$ cat src/rtl/toggle_counter.sv
// WIDTH-bit synchronous counter/toggle register: hold, count up/down modulo MODULUS,
// toggle a bit mask, or load a value. All updates occur on a single clock edge.
module toggle_counter #(
  parameter int unsigned WIDTH    = 4,
  parameter int unsigned MODULUS  = 16,
  parameter bit          SATURATE = 1'b0
) (
  input  logic             clk,
  input  logic             reset,
  input  logic [1:0]       mode,
  input  logic             up,
  input  logic [WIDTH-1:0] T,
  input  logic [WIDTH-1:0] D,
  output logic [WIDTH-1:0] Q,
  output logic [WIDTH-1:0] notQ,
  output logic             tc,
  output logic             wrap
);

  if (WIDTH < 1 || WIDTH > 32 || MODULUS < 2 ||
      64'(MODULUS) > (64'd1 << WIDTH)) begin : g_bad_param
    $error("toggle_counter: illegal WIDTH/MODULUS combination");
  end

  localparam logic [WIDTH-1:0] MaxVal = WIDTH'(MODULUS - 1);

  logic [WIDTH-1:0] q_d, q_q;
  logic             wrap_d, wrap_q;
  logic [WIDTH-1:0] cand;

  always_comb begin
    q_d    = q_q;
    wrap_d = 1'b0;
    cand   = '0;
    case (mode)
      2'b01: begin
        if (up) begin
          if (q_q == MaxVal) begin
            if (!SATURATE) begin
              q_d    = '0;
              wrap_d = 1'b1;
            end
          end else begin
            q_d = q_q + WIDTH'(1);
          end
        end else begin
          if (q_q == '0) begin
            if (!SATURATE) begin
              q_d    = MaxVal;
              wrap_d = 1'b1;
            end
          end else begin
            q_d = q_q - WIDTH'(1);
          end
        end
      end
      2'b10: begin
        cand = q_q ^ T;
        q_d  = (cand > MaxVal) ? MaxVal : cand;
      end
      2'b11: begin
        cand = D;
        q_d  = (cand > MaxVal) ? MaxVal : cand;
      end
      default: ;
    endcase
  end

  always_ff @(posedge clk) begin
    if (reset) begin
      q_q    <= '0;
      wrap_q <= 1'b0;
    end else begin
      q_q    <= q_d;
      wrap_q <= wrap_d;
    end
  end

  // notQ is derived, never stored, so it cannot disagree with Q.
  assign Q    = q_q;
  assign notQ = ~q_q;
  assign wrap = wrap_q;
  assign tc   = up ? (q_q == MaxVal) : (q_q == '0);

endmodule

$ cat config.mk
export PLATFORM = sky130hd
export DESIGN_NAME = toggle_counter
export DESIGN_NICKNAME = d
export VERILOG_FILES = /design/src/rtl/toggle_counter.sv
export SDC_FILE = /design/constraint.sdc
export NUM_CORES = 1
export LEC_CHECK = 0
export ABC_AREA = 0
export BUFFER_PORTS_ARGS = -buffer_cell sky130_fd_sc_hd__buf_2
export CAP_MARGIN = 25
export CORE_AREA = 5 5 42 44
export CTS_BUF_LIST = sky130_fd_sc_hd__clkbuf_16
export CTS_CLUSTER_SIZE = 8
export DETAILED_ROUTE_END_ITERATION = 16
export DIE_AREA = 0 0 47 49
export GPL_ROUTABILITY_DRIVEN = 0
export GPL_TIMING_DRIVEN = 0
export PLACE_DENSITY = 0.71
export RECOVER_POWER = 100
export SLEW_MARGIN = 25
export SYNTH_ARGS = -nofsm -noshare
export SYNTH_HDL_FRONTEND = slang
export SYNTH_SLANG_ARGS = --single-unit
$ cat constraint.sdc
create_clock -name clk -period 1.5 [get_ports clk]
set_clock_uncertainty 0.1 [all_clocks]
set_input_delay 0.225 -clock clk [delete_from_list [all_inputs] [get_ports clk]]
set_output_delay 0.225 -clock clk [all_outputs]
set_load 0.005 [all_outputs]
==> impl_metrics.csv, run 1 <==
group,metric,value,unit
power_and_ir_drop,seqPwrFrac,0.200,
timing,finalSetupViolCount,2,
worst_setup_path,cp-start-kind,"flop",
timing,fmax,617,MHz
route,drc,0,
route,vias_per_cell,5.01,
cts,cts_buffer_depth,2,
worst_setup_path,endpoint_kind,"output pin",
cts,clkSlewWorstSetupHoldPaths,0.03,ns
finish,nNetsFinal,105,
synthesis,yosysWarnings,0,
finish,fill_cells,138,
route,initialDrtViolationCount,4,
cts,cts_inserted_buffers,3,
power_and_ir_drop,total_power,831,uW
status,violations,"negative setup slack",
worst_setup_path,cp_slowest_cell,"dfxtp_2",
grt,grt-ovfl-total,0,
synthesis,yosys.area.top_type,"dfxtp_1",
timing,hold_viol_final,0,
status,status,"finished, violations left",
synthesis,ys_types,25,
timing,finalCritPeriodShare,1.08,
cts,root_buffer,"clkbuf_16",
min_path,hold_path.class,"primary input to flop",
worst_setup_path,crit_arrival,1.30,ns
synthesis,synth_top_cells_by_area,"dfxtp_1 (23%), xnor2_1 (6.0%), ha_1 (5.7%), o21ai_0 (5.7%), inv_1 (5.2%)",
cts,insertion_delay,0.23,ns
route,routedWlPerCell,11.8,um
cts,cts_tree,"built",
placed_design,place_hpwl,892,um
timing,worstMarginPinSlew,0.360,ns
die,io_pins,23,
power_and_ir_drop,swShare,0.263,
finish,instances_no_fill,105,
cts,cts.sinks,5,
synthesis,ys_seq_area_frac,0.230,
route,via_count,526,
finish,multiInputGateArea,322,um2
power_and_ir_drop,powerDensity,1150,mW/mm2
placed_design,post-place-cells,97,
placed_design,io_buffers,22,
synthesis,synth_top_area_frac,0.230,
die,rows,14,
worst_setup_path,crit_required,1.17,ns
power_and_ir_drop,vdd_ir_drop_max,759,uV
grt,grt_max_degree,11,
power_and_ir_drop,switchingPower,219,uW
die,die_w,47,um
power_and_ir_drop,p_leak,0.343,nW
cts,h-tree-depth,1,
timing,fin_crit,1.62,ns
grt,grt_pass1_wl,1950,um
route,drtAntennaViolNets,0,
grt,grt_usage,0.119,
timing,slew_violations,0,
worst_setup_path,path_class,"flop to output pin",
finish,post-route-util,0.517,
timing,grt_setup_unrepaired,"true",
finish,syn_to_final_growth,66.4,%
route,drt_first_pass_iters,2,
timing,max-slew-margin-rel,0.757,
power_and_ir_drop,clockPowerShare,0.524,
flow_run,maxCapViolCount,0,
timing,final.setup.tns,-0.163,ns
synthesis,synth.avg_cell_area,7.38,um2
synthesis,syn_nets,74,
synthesis,ys_seq_elements,5,
timing,fin_ws,-0.120,ns
placed_design,pre_cts_slack,-0.0512,ns
finish,diodes,0,
route,wl,1240,um
worst_setup_path,crit_chain,"buf_6 > inv_4 > ha_4 > inv_2 > o41ai_2 > buf_2",
synthesis,synth_area,435,um2
worst_setup_path,cp_slowest_stage_delay,0.32,ns
die,core-area,0.00140,mm2
die,die_area,0.00230,mm2
finish,seqCellArea,105,um2
power_and_ir_drop,comb_power_share,0.277,
power_and_ir_drop,p_int,612,uW
worst_setup_path,cp_max_fo,4,
grt,antenna_found_initial,0,
grt,grt_pass1_vias,450,
synthesis,syn_inst,59,
die,die_h,49,um
die,start_util,0.311,
finish,drive_gt1_frac,0.494,
cells by family after synthesis:
group | Yosys count | synth area share
buffers and inverters | 10 | 0.118
AND/OR/NAND/NOR | 20 | 0.227
flip-flops | 5 | 0.230
AO/OA/AOI/OAI | 17 | 0.253
adder cells (fa/ha/maj) | 2 | 0.0575
XOR/XNOR | 4 | 0.0805
multiplexers | 1 | 0.0345
layout make-up:
type                       count  area share
sequential                     5       0.145
timing repair buffer          26       0.192
inverter                       6      0.0345
clock buffer                   3       0.104
tap                           16      0.0276
multi-input combinational     44       0.444
clock inverter                 1     0.00518
buffer                         4      0.0484
metal layers:
metal / wire [um] / GRT usage / vias up
met5: 0 / 0 / -
met4: 0 / 0.0415 / 0
met3: 102 / 0.0775 / 0
met2: 626 / 0.179 / 14
met1: 515 / 0.132 / 240
li1: - / - / 272
per-stage QoR:
step	hold slack (ns)	area [um2]
2_1_floorplan	0.190	457
3_3_place_gp	0.362	587
3_5_place_dp	0.366	587
4_1_cts	0.127	678
5_1_grt	0.151	724
6_report	0.137	724
cell usage in the layout, fill, tap and decap left out, drive strengths merged:
cell | netlist | routed
a21oi | 4 | 4
a31oi | 1 | 1
a32o | 1 | 1
and3 | 1 | 1
buf | 4 | 29
clkbuf | 0 | 4
dfxtp | 5 | 5
ha | 2 | 2
inv | 6 | 7
mux2 | 1 | 1
nand2 | 3 | 3
nand3 | 4 | 4
nand4 | 2 | 2
nor2 | 4 | 4
nor3 | 3 | 3
nor4 | 3 | 3
o211ai | 1 | 1
o21ai | 5 | 5
o21bai | 3 | 3
o22ai | 1 | 1
o41ai | 1 | 1
xnor2 | 3 | 3
xor2 | 1 | 1
critical path: cells and delay by family (launching register included):
| family | cells | cell delay [ns] |
|---|---|---|
| buf+inv | 4 | 0.37 |
| flops | 1 | 0.32 |
| compound gates | 1 | 0.23 |
| fa+ha+maj | 1 | 0.14 |
cell usage after synthesis, drive strengths merged:
cell    n
xor2    1
nand3   4
inv     6
xnor2   3
mux2    1
o211ai  1
dfxtp   5
nand4   2
o21bai  3
buf     4
ha      2
nor3    3
nor4    3
nand2   3
a32o    1
a21oi   4
o41ai   1
nor2    4
a31oi   1
o21ai   5
and3    1
o22ai   1
worst paths after layout:
check                          from  slack [ns]                end  depth (start not counted)
setup / recovery  Q[0]$_SDFFE_PP0P_       -0.12                 tc                          6
hold / removal                reset        0.14  Q[2]$_SDFFE_PP0P_                          2
setup reg to reg  Q[0]$_SDFFE_PP0P_       -0.04  Q[2]$_SDFFE_PP0P_                          7
hold reg to reg   Q[1]$_SDFFE_PP0P_        0.46  Q[1]$_SDFFE_PP0P_                          2
power groups by stage:
stage / Clock [mW] / Combinational, mW / Sequential (mW)
after floorplan: 0 / 0.128 / 0.165
after global placement: 0 / 0.194 / 0.165
after detailed placement: 0 / 0.199 / 0.166
after CTS: 0.442 / 0.208 / 0.166
after global routing: 0.461 / 0.252 / 0.168
final: 0.435 / 0.230 / 0.166
what timing repair did:
action	in CTS	in global routing
gates cloned	0	0
endpoints found under the setup margin	3	4
setup buffers	0	4
hold buffers	0	0
pin swaps	1	3
resized for setup	6	3
state kept, by name, indices dropped and copies added (netlist names):
name  flops
Q         4
wrap      1
(Power assumes the default switching activity.)
==> run 2: changes to the inputs <==
Settings changed: CTS_BUF_LIST sky130_fd_sc_hd__clkbuf_16 to sky130_fd_sc_hd__clkbuf_4 sky130_fd_sc_hd__clkbuf_8.
==> impl_metrics.csv, run 2 (synthesized netlist as in run 1, its figures left out) <==
group,metric,value,unit
status,status,"finished, violations left",
status,violations,"negative setup slack",
placed_design,pre_cts_slack,-0.0512,ns
finish,instances_no_fill,105,
grt,antenna_found_initial,0,
grt,grt_pass1_vias,441,
cts,h-tree-depth,1,
worst_setup_path,r2r_slack,-0.07,ns
route,via_count,532,
min_path,hold_path.class,"primary input to flop",
route,wl,1220,um
route,vias_per_cell,5.07,
timing,finalCritPeriodShare,1.10,
die,io_pins,23,
finish,largest_reg_flops,4,
finish,final_cell_mix,"buf_2 (22), buf_4 (5)",
power_and_ir_drop,p_int,385,uW
worst_setup_path,cp-start-kind,"flop",
finish,seqCellArea,105,um2
power_and_ir_drop,switchingPower,188,uW
worst_setup_path,rr_startpoint,"Q[0]$_SDFFE_PP0P_",
worst_setup_path,endpoint_kind,"output pin",
worst_setup_path,reg2reg_depth,7,
timing,finalSetupViolCount,2,
route,drtAntennaViolNets,0,
grt,grt_pass1_wl,1890,um
min_path,min_to,"Q[2]$_SDFFE_PP0P_",
finish,postLayoutCellArea,676,um2
die,die_h,49,um
power_and_ir_drop,p_leak,0.319,nW
worst_setup_path,path_class,"flop to output pin",
route,initialDrtViolationCount,10,
timing,fin_ws,-0.144,ns
placed_design,post-place-cells,97,
die,rows,14,
timing,grt_setup_unrepaired,"true",
timing,fmax,608,MHz
power_and_ir_drop,vdd_ir_drop_max,510,uV
die,die_w,47,um
min_path,worstHoldStart,"reset",
power_and_ir_drop,swShare,0.328,
timing,hold_viol_final,0,
power_and_ir_drop,comb_power_share,0.399,
placed_design,dpl_cell_area,587,um2
placed_design,place_hpwl,892,um
timing,worstMarginPinSlew,0.377,ns
timing,timing.hold.ws,0.110,ns
cts,cts_tree,"built",
power_and_ir_drop,powerDensity,848,mW/mm2
min_path,min_path_cells,2,
finish,drive_gt1_frac,0.506,
finish,fill_cells,156,
finish,post-route-util,0.482,
cts,root_buffer,"clkbuf_4",
route,drt_first_pass_iters,4,
finish,final_common_cell,"buf_2",
grt,grt_max_degree,11,
finish,diodes,0,
cts,cts.sinks,5,
route,routedWlPerCell,11.6,um
timing,fin_crit,1.64,ns
cts,insertion_delay,0.25,ns
worst_setup_path,r2r-end,"Q[2]$_SDFFE_PP0P_",
worst_setup_path,cp-startpoint,"Q[0]$_SDFFE_PP0P_",
grt,grt-ovfl-total,0,
finish,syn_to_final_growth,55.2,%
power_and_ir_drop,clockPowerShare,0.312,
flow_run,maxCapViolCount,0,
cts,cts_inserted_buffers,3,
finish,multiInputGateArea,322,um2
timing,max-slew-margin-rel,0.746,
timing,slew_violations,0,
die,die_area,0.00230,mm2
route,drc,0,
worst_setup_path,crit_arrival,1.32,ns
worst_setup_path,cp_max_fo,4,
die,core-area,0.00140,mm2
finish,nNetsFinal,105,
cts,clkSlewWorstSetupHoldPaths,0.04,ns
die,start_util,0.311,
placed_design,io_buffers,22,
worst_setup_path,crit_required,1.17,ns
cts,cts_buffer_depth,2,
power_and_ir_drop,seqPwrFrac,0.289,
grt,grt_usage,0.111,
## run 2: worst max-delay path, cell delays in order, from the launching register on
cell and delay, ns:
dfxtp_2 0.33, buf_6 0.13, inv_4 0.05, ha_4 0.14, inv_2 0.03, o41ai_2 0.22
buf_2 0.17
## run 2: how the worst max path moves through the flow
stage / slack, ns / end
final: -0.14 / tc
after global routing: -0.19 / tc
after CTS: -0.16 / tc
after detailed placement: -0.05 / Q[2]$_SDFFE_PP0P_
after global placement: -0.05 / Q[2]$_SDFFE_PP0P_
after floorplan: 0.01 / Q[2]$_SDFFE_PP0P_
## run 2: repair_timing
action / CTS / global route
setup buffers: 0 / 4
setup endpoints to repair: 3 / 4
hold buffers: 0 / 0
resized for setup: 6 / 3
gates cloned: 0 / 0
pin swaps: 1 / 4
endpoints found under the hold margin: 0 / 0
## run 2: cell type report
class	instances	area share
Buffer	4	0.0519
Tap cell	16	0.0296
Timing Repair Buffer	26	0.206
Inverter	6	0.0370
Sequential cell	5	0.156
Multi-Input combinational cell	44	0.476
Clock buffer	4	0.0444
## run 2: routing by layer
metal  vias to the layer above  wire length, um  GRT usage
met5                         -                0          0
met4                         0                0     0.0276
met1                       243              491      0.132
li1                        273                -          -
met3                         0              100     0.0590
met2                        16              624      0.172
## run 2: per-stage QoR
step	setup TNS (ns)	power, mW
5_1_grt	-0.338	0.617
6_report	-0.214	0.573
3_5_place_dp	-0.0512	0.365
3_3_place_gp	-0.0499	0.360
4_1_cts	-0.160	0.555
2_1_floorplan	0	0.293
## run 2: power by group through the flow
| stage | combinational (mW) | sequential (mW) | clock [mW] |
|---|---|---|---|
| 3_5_place_dp | 0.199 | 0.166 | 0 |
| 4_1_cts | 0.207 | 0.165 | 0.183 |
| 6_report | 0.229 | 0.166 | 0.179 |
| 5_1_grt | 0.252 | 0.168 | 0.198 |
| 3_3_place_gp | 0.194 | 0.165 | 0 |
| 2_1_floorplan | 0.128 | 0.165 | 0 |
==> run 3: changes to the inputs <==
Settings changed: MAX_ROUTING_LAYER from default to met4.
==> impl_metrics.csv, run 3 (synthesized netlist as in run 1, its figures left out) <==
group,metric,value,unit
timing,grt_setup_unrepaired,"true",
worst_setup_path,crit_arrival,1.32,ns
timing,timing.hold.ws,0.112,ns
worst_setup_path,reg2reg_depth,7,
power_and_ir_drop,seqPwrFrac,0.289,
worst_setup_path,path_class,"flop to output pin",
grt,grt_max_degree,11,
die,die_area,0.00230,mm2
route,routedWlPerCell,11.6,um
status,violations,"negative setup slack",
cts,clkSlewWorstSetupHoldPaths,0.04,ns
power_and_ir_drop,clockPowerShare,0.310,
die,die_h,49,um
min_path,min_to,"Q[2]$_SDFFE_PP0P_",
power_and_ir_drop,p_int,385,uW
finish,multiInputGateArea,322,um2
power_and_ir_drop,swShare,0.327,
worst_setup_path,endpoint_kind,"output pin",
cts,cts_inserted_buffers,3,
placed_design,place_hpwl,892,um
cts,cts_buffer_depth,2,
timing,fin_ws,-0.143,ns
worst_setup_path,rr_startpoint,"Q[0]$_SDFFE_PP0P_",
worst_setup_path,r2r-end,"Q[2]$_SDFFE_PP0P_",
timing,finalSetupViolCount,2,
worst_setup_path,r2r_slack,-0.07,ns
finish,drive_gt1_frac,0.506,
finish,final_common_cell,"buf_2",
route,wl,1210,um
route,vias_per_cell,5.10,
flow_run,maxCapViolCount,0,
grt,grt_usage,0.114,
power_and_ir_drop,vdd_ir_drop_max,505,uV
min_path,hold_path.class,"primary input to flop",
power_and_ir_drop,comb_power_share,0.400,
die,start_util,0.311,
cts,cts_tree,"built",
worst_setup_path,cp_slowest_cell,"dfxtp_2",
die,core-area,0.00140,mm2
finish,postLayoutCellArea,676,um2
grt,grt_pass1_wl,1890,um
timing,finalCritPeriodShare,1.10,
min_path,min_path_cells,2,
finish,nNetsFinal,105,
finish,post-route-util,0.482,
worst_setup_path,cp-start-kind,"flop",
die,die_w,47,um
finish,seqCellArea,105,um2
route,via_count,535,
die,io_pins,23,
finish,diodes,0,
worst_setup_path,crit_chain,"buf_6 > inv_4 > ha_4 > inv_2 > o41ai_2 > buf_2",
timing,fin_crit,1.64,ns
finish,final_cell_mix,"buf_2 (22), buf_4 (5)",
finish,fill_cells,156,
grt,grt_pass1_vias,444,
timing,fmax,609,MHz
timing,max-slew-margin-rel,0.746,
timing,slew_violations,0,
finish,syn_to_final_growth,55.2,%
worst_setup_path,cp_slowest_stage_delay,0.33,ns
cts,h-tree-depth,1,
power_and_ir_drop,powerDensity,847,mW/mm2
timing,worstMarginPinSlew,0.377,ns
die,rows,14,
placed_design,io_buffers,22,
route,drtAntennaViolNets,0,
worst_setup_path,crit_required,1.17,ns
status,status,"finished, violations left",
placed_design,dpl_cell_area,587,um2
power_and_ir_drop,p_leak,0.319,nW
cts,insertion_delay,0.24,ns
grt,grt-ovfl-total,0,
cts,cts.sinks,5,
min_path,worstHoldStart,"reset",
route,drc,0,
worst_setup_path,cp_max_fo,4,
route,drt_first_pass_iters,4,
grt,antenna_found_initial,0,
cts,root_buffer,"clkbuf_4",
finish,largest_reg_flops,4,
timing,hold_viol_final,0,
power_and_ir_drop,switchingPower,187,uW
route,initialDrtViolationCount,9,
==> run 3: cell counts in the layout (fill, tap and decap cells not counted) <==
No cell type changed its count.
==> run 3: worst max path at each step <==
stage / slack (ns) / depth (start not counted) / from / to
finish: -0.14 / 6 / Q[0]$_SDFFE_PP0P_ / tc
global route: -0.19 / 6 / Q[0]$_SDFFE_PP0P_ / tc
CTS: -0.16 / 6 / Q[0]$_SDFFE_PP0P_ / tc
detailed placement: -0.05 / 6 / Q[1]$_SDFFE_PP0P_ / Q[2]$_SDFFE_PP0P_
global placement: -0.05 / 6 / Q[1]$_SDFFE_PP0P_ / Q[2]$_SDFFE_PP0P_
floorplan: 0.01 / 7 / Q[0]$_SDFFE_PP0P_ / Q[2]$_SDFFE_PP0P_
==> run 3: layer usage <==
layer | wire [um] | global-route usage
met1 | 502 | 0.135
met2 | 617 | 0.172
met3 | 86 | 0.0554
met4 | 8 | 0.0276
met5 | 0 | -
==> run 3: power groups by stage <==
stage	combinational [mW]	clock, mW	sequential (mW)
after CTS	0.207	0.183	0.165
after floorplan	0.128	0	0.165
after global placement	0.194	0	0.165
after detailed placement	0.199	0	0.166
after global routing	0.252	0.198	0.168
final	0.229	0.178	0.166
==> run 3: what timing repair did <==
| action | CTS | global route |
|---|---|---|
| setup endpoints to repair | 3 | 4 |
| cloned | 0 | 0 |
| gates resized for setup | 6 | 3 |
| pin swaps | 1 | 4 |
| hold buffers | 0 | 0 |
| buffers inserted | 0 | 4 |
==> run 3: cell type report <==
class | instances | area share
buffer | 4 | 0.0519
sequential | 5 | 0.156
timing repair buffer | 26 | 0.206
multi-input combinational | 44 | 0.476
tap | 16 | 0.0296
inverter | 6 | 0.0370
clock buffer | 4 | 0.0444
==> run 3: per-stage QoR <==
stage | TNS [ns] | total power, mW | cells | setup WS, ns
global route | -0.338 | 0.617 | 105 | -0.189
CTS | -0.160 | 0.555 | 101 | -0.160
floorplan | 0 | 0.293 | 59 | 0.00978
detailed placement | -0.0512 | 0.365 | 97 | -0.0512
finish | -0.212 | 0.572 | 105 | -0.143
global placement | -0.0499 | 0.360 | 97 | -0.0499
==> run 3: critical path: cells and delay by family (launching register included) <==
kind | cells | cell delay (ns)
buffers and inverters | 4 | 0.38
DFF | 1 | 0.33
AOI/OAI and AO/OA | 1 | 0.22
adders and majority gates | 1 | 0.14
